## src/rtl/sma_pkg.sv

```systemverilog
// Shared definitions for the SMA window controller and the price buffer memory beside it.
package sma_pkg;

  localparam int DEFAULT_NUM_STOCKS  = 4;
  localparam int DEFAULT_BUFFER_SIZE = 64;
  localparam int DEFAULT_DATA_WIDTH  = 32;

  typedef enum logic [1:0] {
    IDLE,
    WRITE,
    CAPTURE
  } sma_state_t;

endpackage

```

## src/rtl/sma_window_controller.sv

```systemverilog
// Per-stock sliding-window controller: writes each price into its stock's circular
// slot in the external buffer memory, takes back the evicted price one cycle later,
// and keeps a running window sum, mean and window-full flag per stock.
module sma_window_controller
  import sma_pkg::*;
#(
  parameter int  NUM_STOCKS  = DEFAULT_NUM_STOCKS,
  parameter int  BUFFER_SIZE = DEFAULT_BUFFER_SIZE,
  parameter int  DATA_WIDTH  = DEFAULT_DATA_WIDTH,
  localparam int ADDR_WIDTH  = $clog2(BUFFER_SIZE * NUM_STOCKS),
  localparam int STOCK_WIDTH = (NUM_STOCKS > 1) ? $clog2(NUM_STOCKS) : 1,
  localparam int PTR_WIDTH   = $clog2(BUFFER_SIZE),
  localparam int SUM_WIDTH   = DATA_WIDTH + PTR_WIDTH
) (
  input  logic                   i_clk,
  input  logic                   i_rst,
  input  logic                   i_valid,
  output logic                   o_ready,
  input  logic [STOCK_WIDTH-1:0] i_stock_id,
  input  logic [DATA_WIDTH-1:0]  i_price,
  output logic                   o_mem_write_en,
  output logic [ADDR_WIDTH-1:0]  o_mem_write_addr,
  output logic [DATA_WIDTH-1:0]  o_mem_write_data,
  input  logic [DATA_WIDTH-1:0]  i_mem_outgoing_price,
  output logic                   o_valid,
  output logic [STOCK_WIDTH-1:0] o_stock_id,
  output logic [SUM_WIDTH-1:0]   o_sum,
  output logic [DATA_WIDTH-1:0]  o_mean,
  output logic                   o_window_full
);

  localparam logic [PTR_WIDTH:0] FILL_MAX = (PTR_WIDTH + 1)'(BUFFER_SIZE);

  sma_state_t             state_q;
  logic [STOCK_WIDTH-1:0] stockId_q;
  logic [DATA_WIDTH-1:0]  price_q;

  logic [PTR_WIDTH-1:0]   ptr_q  [NUM_STOCKS];
  logic [PTR_WIDTH:0]     fill_q [NUM_STOCKS];
  logic [SUM_WIDTH-1:0]   sum_q  [NUM_STOCKS];

  logic                   ready_q;
  logic                   writeEn_q;
  logic [ADDR_WIDTH-1:0]  writeAddr_q;
  logic [DATA_WIDTH-1:0]  writeData_q;
  logic                   valid_q;
  logic [STOCK_WIDTH-1:0] outStockId_q;
  logic [SUM_WIDTH-1:0]   outSum_q;
  logic [DATA_WIDTH-1:0]  outMean_q;
  logic                   windowFull_q;

  logic                             idValid;
  logic [STOCK_WIDTH+PTR_WIDTH-1:0] addrFull;
  logic [DATA_WIDTH-1:0]            evicted;
  logic [PTR_WIDTH-1:0]             ptr_d;
  logic [PTR_WIDTH:0]               fill_d;
  logic [SUM_WIDTH-1:0]             sum_d;

  // Slot address for an incoming update and next window state for the latched stock;
  // memory contents only count as evicted once the stock's window has wrapped.
  always_comb begin
    idValid  = int'(i_stock_id) < NUM_STOCKS;
    addrFull = {i_stock_id, ptr_q[i_stock_id]};
    evicted  = (fill_q[stockId_q] == FILL_MAX) ? i_mem_outgoing_price : '0;
    sum_d    = sum_q[stockId_q] - SUM_WIDTH'(evicted) + SUM_WIDTH'(price_q);
    ptr_d    = ptr_q[stockId_q] + 1'b1;
    fill_d   = (fill_q[stockId_q] == FILL_MAX) ? FILL_MAX : fill_q[stockId_q] + 1'b1;
  end

  // Accept / write / capture sequencer holding the per-stock windows and all registered outputs.
  always_ff @(posedge i_clk or posedge i_rst) begin
    if (i_rst) begin
      state_q      <= IDLE;
      stockId_q    <= '0;
      price_q      <= '0;
      ready_q      <= 1'b1;
      writeEn_q    <= 1'b0;
      writeAddr_q  <= '0;
      writeData_q  <= '0;
      valid_q      <= 1'b0;
      outStockId_q <= '0;
      outSum_q     <= '0;
      outMean_q    <= '0;
      windowFull_q <= 1'b0;
      for (int s = 0; s < NUM_STOCKS; s++) begin
        ptr_q[s]  <= '0;
        fill_q[s] <= '0;
        sum_q[s]  <= '0;
      end
    end else begin
      writeEn_q <= 1'b0;
      valid_q   <= 1'b0;
      case (state_q)
        IDLE: begin
          if (i_valid && ready_q && idValid) begin
            stockId_q   <= i_stock_id;
            price_q     <= i_price;
            writeEn_q   <= 1'b1;
            writeAddr_q <= addrFull[ADDR_WIDTH-1:0];
            writeData_q <= i_price;
            ready_q     <= 1'b0;
            state_q     <= WRITE;
          end
        end
        WRITE: begin
          state_q <= CAPTURE;
        end
        CAPTURE: begin
          sum_q[stockId_q]  <= sum_d;
          ptr_q[stockId_q]  <= ptr_d;
          fill_q[stockId_q] <= fill_d;
          outStockId_q      <= stockId_q;
          outSum_q          <= sum_d;
          outMean_q         <= DATA_WIDTH'(sum_d >> PTR_WIDTH);
          windowFull_q      <= (fill_d == FILL_MAX);
          valid_q           <= 1'b1;
          ready_q           <= 1'b1;
          state_q           <= IDLE;
        end
        default: begin
          state_q <= IDLE;
          ready_q <= 1'b1;
        end
      endcase
    end
  end

  assign o_ready          = ready_q;
  assign o_mem_write_en   = writeEn_q;
  assign o_mem_write_addr = writeAddr_q;
  assign o_mem_write_data = writeData_q;
  assign o_valid          = valid_q;
  assign o_stock_id       = outStockId_q;
  assign o_sum            = outSum_q;
  assign o_mean           = outMean_q;
  assign o_window_full    = windowFull_q;

endmodule

```

## config.mk

```make
export PLATFORM = sky130hd
export DESIGN_NAME = sma_window_controller
export DESIGN_NICKNAME = d
export VERILOG_FILES = /design/src/rtl/sma_pkg.sv /design/src/rtl/sma_window_controller.sv
export SDC_FILE = /design/constraint.sdc
export NUM_CORES = 1
export LEC_CHECK = 0
export BUFFER_PORTS_ARGS = -buffer_cell sky130_fd_sc_hd__buf_2
export CAP_MARGIN = 30
export CORE_MARGIN = 3
export CORE_UTILIZATION = 45
export CTS_BUF_LIST = sky130_fd_sc_hd__clkbuf_8
export CTS_CLUSTER_SIZE = 28
export DETAILED_ROUTE_END_ITERATION = 16
export GPL_TIMING_DRIVEN = 0
export HOLD_SLACK_MARGIN = 0.1
export PLACE_DENSITY_LB_ADDON = 0.2
export SYNTH_ARGS = -nofsm -noshare
export SYNTH_HDL_FRONTEND = slang
export SYNTH_SLANG_ARGS = --single-unit
```

## constraint.sdc

```tcl
create_clock -name i_clk -period 8.65 [get_ports i_clk]
set_input_delay 0.865 -clock i_clk [delete_from_list [all_inputs] [get_ports i_clk]]
set_output_delay 0.865 -clock i_clk [all_outputs]
set_load 0.02 [all_outputs]
```

==> results of run 1 <==
[cells in the final DEF (no fill, tap or decap), types with 5 or more instances in the layout]
cell type / instances
nand2_1: 337
dfrtp_1: 289
o21ai_0: 276
buf_2: 195
inv_1: 155
clkbuf_1: 78
clkbuf_8: 68
a21oi_1: 54
mux4_2: 52
ha_1: 41
nor2_1: 39
and2_1: 33
buf_4: 33
fa_1: 32
xnor2_1: 26
nand3_1: 22
xor2_1: 17
mux2_2: 16
a21o_1: 13
nor3_1: 12
nand2b_1: 8
nand4_1: 8
or3_1: 8
buf_12: 8
o21bai_1: 7
and4_1: 6
o21a_1: 5
buf_1: 5
a31oi_1: 5
mux4_1: 5
clkinv_2: 5
[worst max-delay path by stage]
stage | startpoint | slack (ns) | endpoint | cells past startpoint
6_report | stockId_q[0] | 2.18 | sum_q[26] | 17
5_1_grt | stockId_q[0] | 1.85 | o_mean[20] | 17
4_1_cts | stockId_q[0] | 2.22 | sum_q[26] | 17
3_5_place_dp | stockId_q[0] | 2.25 | sum_q[26] | 17
3_3_place_gp | i_rst | 2.16 | sum_q[60] | 2
2_1_floorplan | i_rst | 3.94 | fill_q[0] | 1
[metal layers]
layer  wire (µm)  global-route usage  up-vias  part of all wire
li1            -                   -     6014                 -
met1       20170              0.3449     6278              0.45
met2       20580              0.3823      394              0.46
met3        2520             0.03288       72             0.057
met4        1199             0.06295        0             0.027
met5           0                   0        -                 0
[cell type report]
| cell class | instances | area (µm²) |
|---|---|---|
| Inverter | 144 | 544.3 |
| Fill cell | 3120 | 15440 |
| Buffer | 130 | 635.6 |
| Timing Repair Buffer | 192 | 1097 |
| Tap cell | 448 | 560.5 |
| Sequential cell | 290 | 7258 |
| Clock buffer | 68 | 935.9 |
| Multi-Input combinational cell | 1082 | 7358 |
| Clock inverter | 24 | 209.0 |
[stage by stage]
stage,util,cell area (µm²),cells,setup slack (ns)
global route,0.5465,18600,2378,1.853
global placement,0.5072,17260,2276,2.163
floorplan,-,15790,1646,3.936
detailed placement,0.5124,17440,2285,2.252
CTS,0.5460,18580,2377,2.217
finish,0.5465,18600,2378,2.181
[kinds of logic (layout without fill, tap and decap cells)]
| group | Yosys count | after routing | synth area share |
|---|---|---|---|
| adders and majority gates | 73 | 73 | 0.07307 |
| buffers and inverters | 274 | 558 | 0.07450 |
| DFF | 290 | 290 | 0.4597 |
| xor gates and xnor gates | 43 | 43 | 0.02385 |
| and+or+nand+nor | 492 | 492 | 0.1342 |
| AOI/OAI and AO/OA | 398 | 398 | 0.1388 |
| muxes | 76 | 76 | 0.09582 |
[registers in the layout (all words and copies together) (netlist names), 6 cells and up]
name / count
fill_q: 28
o_mean: 32
o_mem_write_addr: 6
o_sum: 6
price_q: 32
ptr_q: 24
sum_q: 152
[worst max-delay path, cell delays in order, from the launching register on]
cell and delay [ns]:
dfrtp_1 0.51, buf_6 0.24, buf_2 0.35, clkbuf_1 0.59
buf_1 0.61, mux4_2 0.35, inv_1 0.05, fa_1 0.47
inv_1 0.07, fa_1 0.49, a211oi_1 0.29, o21ai_0 0.23
a211oi_1 0.62, nor3_1 0.19, nor3_1 0.45, o21ai_1 0.19
xnor2_1 0.45, o21ai_0 0.18
==> impl_metrics.py, run 1 <==
metrics = {
    "placed_design": {
        "io_buffers": 182,
        "gp_congestion": 0.9121,
        "hpwl_mm": 32.94,
    },
    "critical_path": {
        "cp.arrival_ns": 6.90,
        "worst-r2r-setup-slack_ns": 2.18,
        "ff2ff_path_depth": 17,
        "cp_max_fo": 10,
        "crit_type": "flip-flop to flip-flop",
        "end_kind": "flip-flop",
        "worstReg2RegEnd": "sum_q[26]",
        "worstPathRequired_ns": 9.08,
        "timing.rr.start": "stockId_q[0]",
        "cp-start-kind": "flip-flop",
    },
    "global_routing": {
        "grt_pass1_vias": 13010,
        "grt_max_degree": 42,
        "grtUsageTotal": 0.2383,
        "antenna_found_initial": 0,
        "grt-ovfl-total": 0,
        "grt_pass1_wl_mm": 72.06,
    },
    "sta": {
        "setup_viol_count_final": 0,
        "relSlewSlack": 0.3749,
        "period_share": 0.7479,
        "hold_viol_final": 0,
        "finalCriticalPeriod_ns": 6.469,
        "fmax_mhz": 154.6,
        "final.setup.tns_ns": 0,
        "fin_worst_skew_ns": 0.02268,
        "hold_ws_ns": 0.3908,
        "drv_slew": 0,
        "worst_pin_slew_ns": 0.9377,
        "grt_setup_unrepaired": "false",
    },
    "detailed_routing": {
        "ant_nets": 0,
        "drt_iter0_drc": 1108,
        "via_per_inst": 5.365,
        "wl_per_cell_um": 18.70,
        "firstDrtPassIters": 6,
        "vias": 12760,
        "drc_errors": 0,
        "wl_mm": 44.46,
    },
    "cts": {
        "postCtsHoldBufs": 0,
        "clkSinkCount": 290,
        "cts_buffers": 50,
        "cts_max_level": 2,
        "cts-root-buf": "clkbuf_8",
        "cts_buffer_depth": 3,
        "clkLatencyLatePin_ns": 0.58,
        "cts_setup_buffers": 0,
        "clkTransAtPathRegs_ns": 0.06,
        "post_cts_resized": 0,
        "cts_tree": "yes",
    },
    "floorplan": {
        "die_area_um2": 37370,
        "rows": 67,
        "die_x_um": 193.3,
        "fp.coreArea_um2": 34040,
        "initial_utilization": 0.4639,
        "io_pins": 185,
        "die_h_um": 193.3,
    },
    "synthesis": {
        "synth_edf_count": 0,
        "async_flop_share": 1.000,
        "synthesis.nets": 1788,
        "synth_top_cell_by_area": "dfrtp_1",
        "synth_flop_cell": "dfrtp_1",
        "synth.avg_cell_area_um2": 9.592,
        "synth_top_area_share": 0.4581,
        "yosys-top-cells-area": "dfrtp_1, o21ai_0, nand2_1, mux4_2, fa_1",
        "syn-cell-area_um2": 15790,
        "ys_seq_area_frac": 0.4597,
        "ys_types": 63,
        "ys_ff_latch": 290,
        "yosysMostFrequentCell": "nand2_1",
        "netlist_instances": 1646,
        "yosys-top-cells-count": "nand2_1, dfrtp_1, o21ai_0, inv_1, clkbuf_1",
        "yosysWarnings": 0,
    },
    "run": {
        "drv_cap": 0,
    },
    "outcome": {
        "status": "finished clean",
    },
    "layout": {
        "syn2layout_area_growth_pct": 17.81,
        "drive_gt1_frac": 0.2067,
        "diodes": 0,
        "layout.nets": 2032,
    },
    "hold_path": {
        "min_path_type": "input port to asynchronous set/reset pin",
    },
}
Power of run 1 is left out: the tool's default activity adds up to more than one toggle a clock period on the data nets, which glitch-free logic cannot reach.
==> inputs of run 2 (changes only) <==
==> constraint.sdc (replaced) <==
create_clock -name i_clk -period 6.7 [get_ports i_clk]
set_input_delay 0.67 -clock i_clk [delete_from_list [all_inputs] [get_ports i_clk]]
set_output_delay 0.67 -clock i_clk [all_outputs]
set_load 0.02 [all_outputs]
==> run 2 against run 1 <==
Net effect:
- non-clock buffer count is 1 lower
- first-iteration DRC count shrank 4.5%
- critical path depth rose by 3
- wire length is 0.27% lower
- maximum frequency grew 3.1%
- sequential cell count did not move
- setup slack got worse by 1.8 ns
- die area did not move
- critical endpoint unchanged
- register-to-register slack worse by 1.8 ns
- highest routed layer unchanged
- via count is essentially flat
- global-route usage unchanged
==> impl_metrics.py, run 2 (synthesis results as in run 1) <==
metrics = {
    "outcome": {
        "status": "finished clean",
    },
    "critical_path": {
        "cp_top_family": "compound AO/OA/AOI/OAI gates",
        "path_depth": 20,
        "crit_type": "flip-flop to flip-flop",
        "cp_max_fo": 10,
        "cpPeakStageDelay_ns": 0.63,
        "crit_start": "stockId_q[0]",
        "critical_path.cell_chain": "buf_6, mux4_2, inv_1, ha_1, and4_1, buf_4, clkbuf_1, and2_1, ha_1, inv_1, ha_1, fa_1, a211oi_1, o21ai_0, a211oi_1, nor3_1, nor3_1, o21ai_1, xnor2_1, o21ai_0",
        "crit_end": "sum_q[26]",
        "ff2ff_path_depth": 20,
        "slowest_stage": "a211oi_1",
        "worstReg2RegEnd": "sum_q[26]",
        "end_kind": "flip-flop",
        "worstPathRequired_ns": 7.12,
        "worst-r2r-setup-slack_ns": 0.42,
        "crit_top_cell": "ha_1",
        "cp.arrival_ns": 6.70,
        "timing.rr.start": "stockId_q[0]",
        "cp-start-kind": "flip-flop",
        "crit_buf_inv": 5,
    },
    "layout": {
        "syn2layout_area_growth_pct": 17.78,
        "multi_input_area_um2": 7358,
        "final_common_cell": "nand2_1",
        "layout.nets": 2031,
        "mostFrequentLayoutCells": "nand2_1, dfrtp_1, o21ai_0, buf_2, inv_1",
        "diodes": 0,
        "fin_area_um2": 18600,
        "drive_gt1_frac": 0.2068,
        "fillers": 3120,
        "regMostFlops": "sum_q",
        "fin_cells": 2377,
        "largest_register_ffs": 152,
        "final-seq-area_um2": 7258,
    },
    "global_routing": {
        "grtUsageTotal": 0.2383,
        "antenna_found_initial": 0,
        "grt-ovfl-total": 0,
        "grt_max_degree": 42,
        "grt_pass1_wl_mm": 72.06,
        "grt_pass1_vias": 13010,
    },
    "cts": {
        "cts-root-buf": "clkbuf_8",
        "cts_max_level": 2,
        "cts_buffer_depth": 3,
        "clkTransAtPathRegs_ns": 0.06,
        "cts_buffers": 50,
        "postCtsHoldBufs": 0,
        "clkLatencyLatePin_ns": 0.58,
        "clkSinkCount": 290,
        "cts_setup_buffers": 0,
        "cts_tree": "yes",
        "post_cts_resized": 0,
    },
    "detailed_routing": {
        "drt_iter0_drc": 1058,
        "firstDrtPassIters": 8,
        "ant_nets": 0,
        "wl_mm": 44.34,
        "drc_errors": 0,
        "vias": 12750,
        "wl_per_cell_um": 18.66,
        "via_per_inst": 5.364,
    },
    "sta": {
        "grt_setup_unrepaired": "false",
        "setup_viol_count_final": 0,
        "fmax_mhz": 159.3,
        "drv_slew": 0,
        "relSlewSlack": 0.3629,
        "worst_pin_slew_ns": 0.9556,
        "period_share": 0.9367,
        "final.setup.tns_ns": 0,
        "hold_ws_ns": 0.1978,
        "hold_viol_final": 0,
        "finalCriticalPeriod_ns": 6.276,
        "fin_worst_skew_ns": 0.02256,
    },
    "placed_design": {
        "gp_congestion": 0.9121,
        "dp_cells": 2285,
        "io_buffers": 182,
        "hpwl_mm": 32.94,
        "placed_area_um2": 17440,
    },
    "floorplan": {
        "die_h_um": 193.3,
        "initial_utilization": 0.4639,
        "fp.coreArea_um2": 34040,
        "io_pins": 185,
        "die_area_um2": 37370,
        "rows": 67,
        "die_x_um": 193.3,
    },
    "hold_path": {
        "min_path_type": "input port to asynchronous set/reset pin",
    },
    "run": {
        "drv_cap": 0,
    },
}
-- run 2: final cells by class --
class,instances,area share
multi-input cells,1082,0.3957
clock inverters,24,0.01124
repair buffers,192,0.05901
well taps,448,0.03014
inverters,144,0.02927
plain buffers,129,0.03398
flip-flops and latches,290,0.3903
clock buffers,68,0.05033
-- run 2: metal layers --
| metal | share of wire | global-route usage | vias up |
|---|---|---|---|
| met2 | 0.46 | 0.3823 | 428 |
| met1 | 0.45 | 0.3449 | 6233 |
| met4 | 0.027 | 0.06295 | 0 |
| met3 | 0.060 | 0.03288 | 76 |
| met5 | 0 | 0 | - |
| li1 | - | - | 6013 |
-- run 2: stage by stage --
step,utilization,setup WS [ns]
2_1_floorplan,-,1.986
3_3_place_gp,0.5072,0.3192
3_5_place_dp,0.5124,0.3018
4_1_cts,0.5460,0.2671
5_1_grt,0.5464,0.06850
6_report,0.5464,0.4241
-- run 2: how the worst min path moves through the flow --
stage                       endpoint  slack [ns]  cells after the start       start
after global routing       ptr_q[18]        0.21                      2       i_rst
after CTS                  ptr_q[18]        0.18                      2       i_rst
after detailed placement   sum_q[77]        0.46                      2   sum_q[77]
after global placement    state_q[0]        0.45                      1  state_q[0]
final                      ptr_q[18]        0.20                      2       i_rst
after floorplan           state_q[0]        0.43                      1  state_q[0]
Power of run 2 is left out for the same reason.
==> inputs of run 3 (changes only) <==
--- a/config.mk
+++ b/config.mk
@@ -5,6 +5,7 @@
 export SDC_FILE = /design/constraint.sdc
 export NUM_CORES = 1
 export LEC_CHECK = 0
+export ABC_AREA = 1
 export BUFFER_PORTS_ARGS = -buffer_cell sky130_fd_sc_hd__buf_2
 export CAP_MARGIN = 30
 export CORE_MARGIN = 3
==> run 3 against run 2 <==
Net effect:
- synthesized cell count grew 36%
- sequential cell count did not move
- first-iteration DRC count up 24%
- area after synthesis rose by 6.3%
- largest cell class unchanged
- final area is 4.8% higher
- die area rose by 6.1%
- via count grew 26%
- highest routed layer is now met5
- critical endpoint is now sum_q[16]
==> impl_metrics.py, run 3 <==
metrics = {
    "detailed_routing": {
        "wl_per_cell_um": 19.34,
        "vias": 16030,
        "ant_nets": 0,
        "drc_errors": 0,
        "firstDrtPassIters": 8,
        "drt_iter0_drc": 1317,
        "wl_mm": 57.71,
        "via_per_inst": 5.371,
    },
    "synthesis": {
        "synthesis.nets": 2381,
        "synth_edf_count": 0,
        "yosysMostFrequentCell": "nand2_1",
        "synth.avg_cell_area_um2": 7.497,
        "synth_top_area_share": 0.4308,
        "synth_top_cell_by_area": "dfrtp_1",
        "synth_flop_cell": "dfrtp_1",
        "netlist_instances": 2239,
        "ys_types": 46,
        "ys_ff_latch": 290,
        "ys_seq_area_frac": 0.4324,
        "yosysWarnings": 0,
        "yosys-top-cells-count": "nand2_1, dfrtp_1, inv_1, o21ai_0, nand3_1",
        "yosys-top-cells-area": "dfrtp_1, nand2_1, inv_1, o21ai_0, nand3_1",
        "syn-cell-area_um2": 16790,
        "async_flop_share": 1.000,
    },
    "sta": {
        "hold_viol_final": 0,
        "fin_worst_skew_ns": 0.03301,
        "fmax_mhz": 201.0,
        "setup_viol_count_final": 0,
        "worst_pin_slew_ns": 0.9576,
        "drv_slew": 0,
        "grt_setup_unrepaired": "false",
        "period_share": 0.7424,
        "final.setup.tns_ns": 0,
        "finalCriticalPeriod_ns": 4.974,
        "relSlewSlack": 0.3616,
        "finalWorstSetupSlack_ns": 1.726,
        "hold_ws_ns": 0.1945,
    },
    "floorplan": {
        "die_x_um": 199.1,
        "fp.coreArea_um2": 36700,
        "die_area_um2": 39660,
        "die_h_um": 199.1,
        "io_pins": 185,
        "rows": 70,
        "initial_utilization": 0.4574,
    },
    "cts": {
        "clkLatencyLatePin_ns": 0.65,
        "cts_buffers": 52,
        "cts_setup_buffers": 0,
        "cts_buffer_depth": 3,
        "cts-root-buf": "clkbuf_8",
        "post_cts_resized": 0,
        "clkTransAtPathRegs_ns": 0.06,
        "cts_tree": "yes",
        "cts_max_level": 2,
        "clkSinkCount": 290,
        "postCtsHoldBufs": 0,
    },
    "global_routing": {
        "grt_pass1_vias": 15400,
        "grtUsageMet3": 0.05058,
        "grt_pass1_wl_mm": 89.02,
        "antenna_found_initial": 1,
        "grtUsageTotal": 0.2941,
        "grt-ovfl-total": 0,
        "grt_util_met1": 0.4089,
        "grt_use_met2": 0.4548,
        "grt_max_degree": 42,
        "top_usage_layer": "met2",
    },
    "layout": {
        "largest_register_ffs": 152,
        "multi_input_area_um2": 7779,
        "layout.nets": 2625,
        "syn2layout_area_growth_pct": 16.08,
        "fin_area_um2": 19480,
        "regMostFlops": "sum_q",
        "final_common_cell": "nand2_1",
        "mostFrequentLayoutCells": "nand2_1, dfrtp_1, inv_1, buf_2, o21ai_0",
        "fillers": 3617,
        "final-seq-area_um2": 7258,
        "drive_gt1_frac": 0.1495,
    },
    "run": {
        "drv_cap": 0,
    },
    "placed_design": {
        "place_ws_ns": 1.834,
        "hpwl_mm": 43.17,
        "placed_area_um2": 18440,
        "gp_congestion": 0.9648,
        "io_buffers": 182,
    },
    "hold_path": {
        "min_path_type": "input port to asynchronous set/reset pin",
    },
    "critical_path": {
        "timing.rr.start": "stockId_q[1]",
        "cp.arrival_ns": 5.45,
        "ff2ff_path_depth": 22,
        "crit_type": "flip-flop to flip-flop",
        "cp_max_fo": 10,
        "crit_start": "stockId_q[1]",
        "worstPathRequired_ns": 7.18,
        "worst-r2r-setup-slack_ns": 1.73,
        "crit_end": "sum_q[16]",
        "cp-start-kind": "flip-flop",
        "end_kind": "flip-flop",
        "worstReg2RegEnd": "sum_q[16]",
    },
    "outcome": {
        "status": "finished clean",
    },
}
[run 3: layout make-up]
class | instances | share of cell area
Antenna cell | 1 | 0.0001284
Buffer | 128 | 0.03641
Clock buffer | 64 | 0.04521
Clock inverter | 22 | 0.008412
Inverter | 277 | 0.05355
Multi-Input combinational cell | 1544 | 0.3992
Sequential cell | 290 | 0.3725
Tap cell | 468 | 0.03005
Timing Repair Buffer | 190 | 0.05452
[run 3: logic make-up after synthesis]
| group | Yosys count | share of synthesized area |
|---|---|---|
| AND/OR/NAND/NOR | 1104 | 0.2683 |
| AO/OA/AOI/OAI | 345 | 0.1140 |
| adder cells (fa/ha/maj) | 73 | 0.06872 |
| flip-flops | 290 | 0.4324 |
| XOR/XNOR | 22 | 0.01237 |
| buffers and inverters | 405 | 0.1042 |
[run 3: how the worst min path moves through the flow]
stage	start	to	depth (start not counted)
after detailed placement	sum_q[40]	sum_q[40]	2
after floorplan	sum_q[40]	sum_q[40]	2
after global routing	i_price[19]	price_q[19]	3
after CTS	i_price[0]	price_q[0]	3
final	i_rst	fill_q[27]	2
after global placement	sum_q[40]	sum_q[40]	2
[run 3: worst max-delay path, stage by stage (launching register included)]
cell and delay [ns]:
dfrtp_1 0.52, buf_6 0.21, buf_6 0.16, nand3_1 0.08, nand2_1 0.15, inv_1 0.10
ha_1 0.22, nand3_2 0.10, nor2_4 0.05, nand2_4 0.15, buf_2 0.33, nor2_1 0.11
fa_1 0.51, inv_1 0.07, fa_1 0.50, nand3_1 0.10, nand3_1 0.18, nand2_1 0.11
nand3_1 0.14, nand2_1 0.11, nand2_1 0.20, xnor2_1 0.52, o21ai_0 0.18
[run 3: layer usage]
metal	up-vias	part of all wire
li1	7530	-
met2	706	0.44
met4	2	0.043
met3	153	0.080
met1	7636	0.44
met5	-	0.00019
[run 3: per-stage QoR]
stage	cells	util
detailed placement	2897	0.5024
finish	2984	0.5310
CTS	2983	0.5309
global placement	2889	0.4983
global route	2983	0.5309
floorplan	2239	-
Power of run 3 is left out for the same reason.
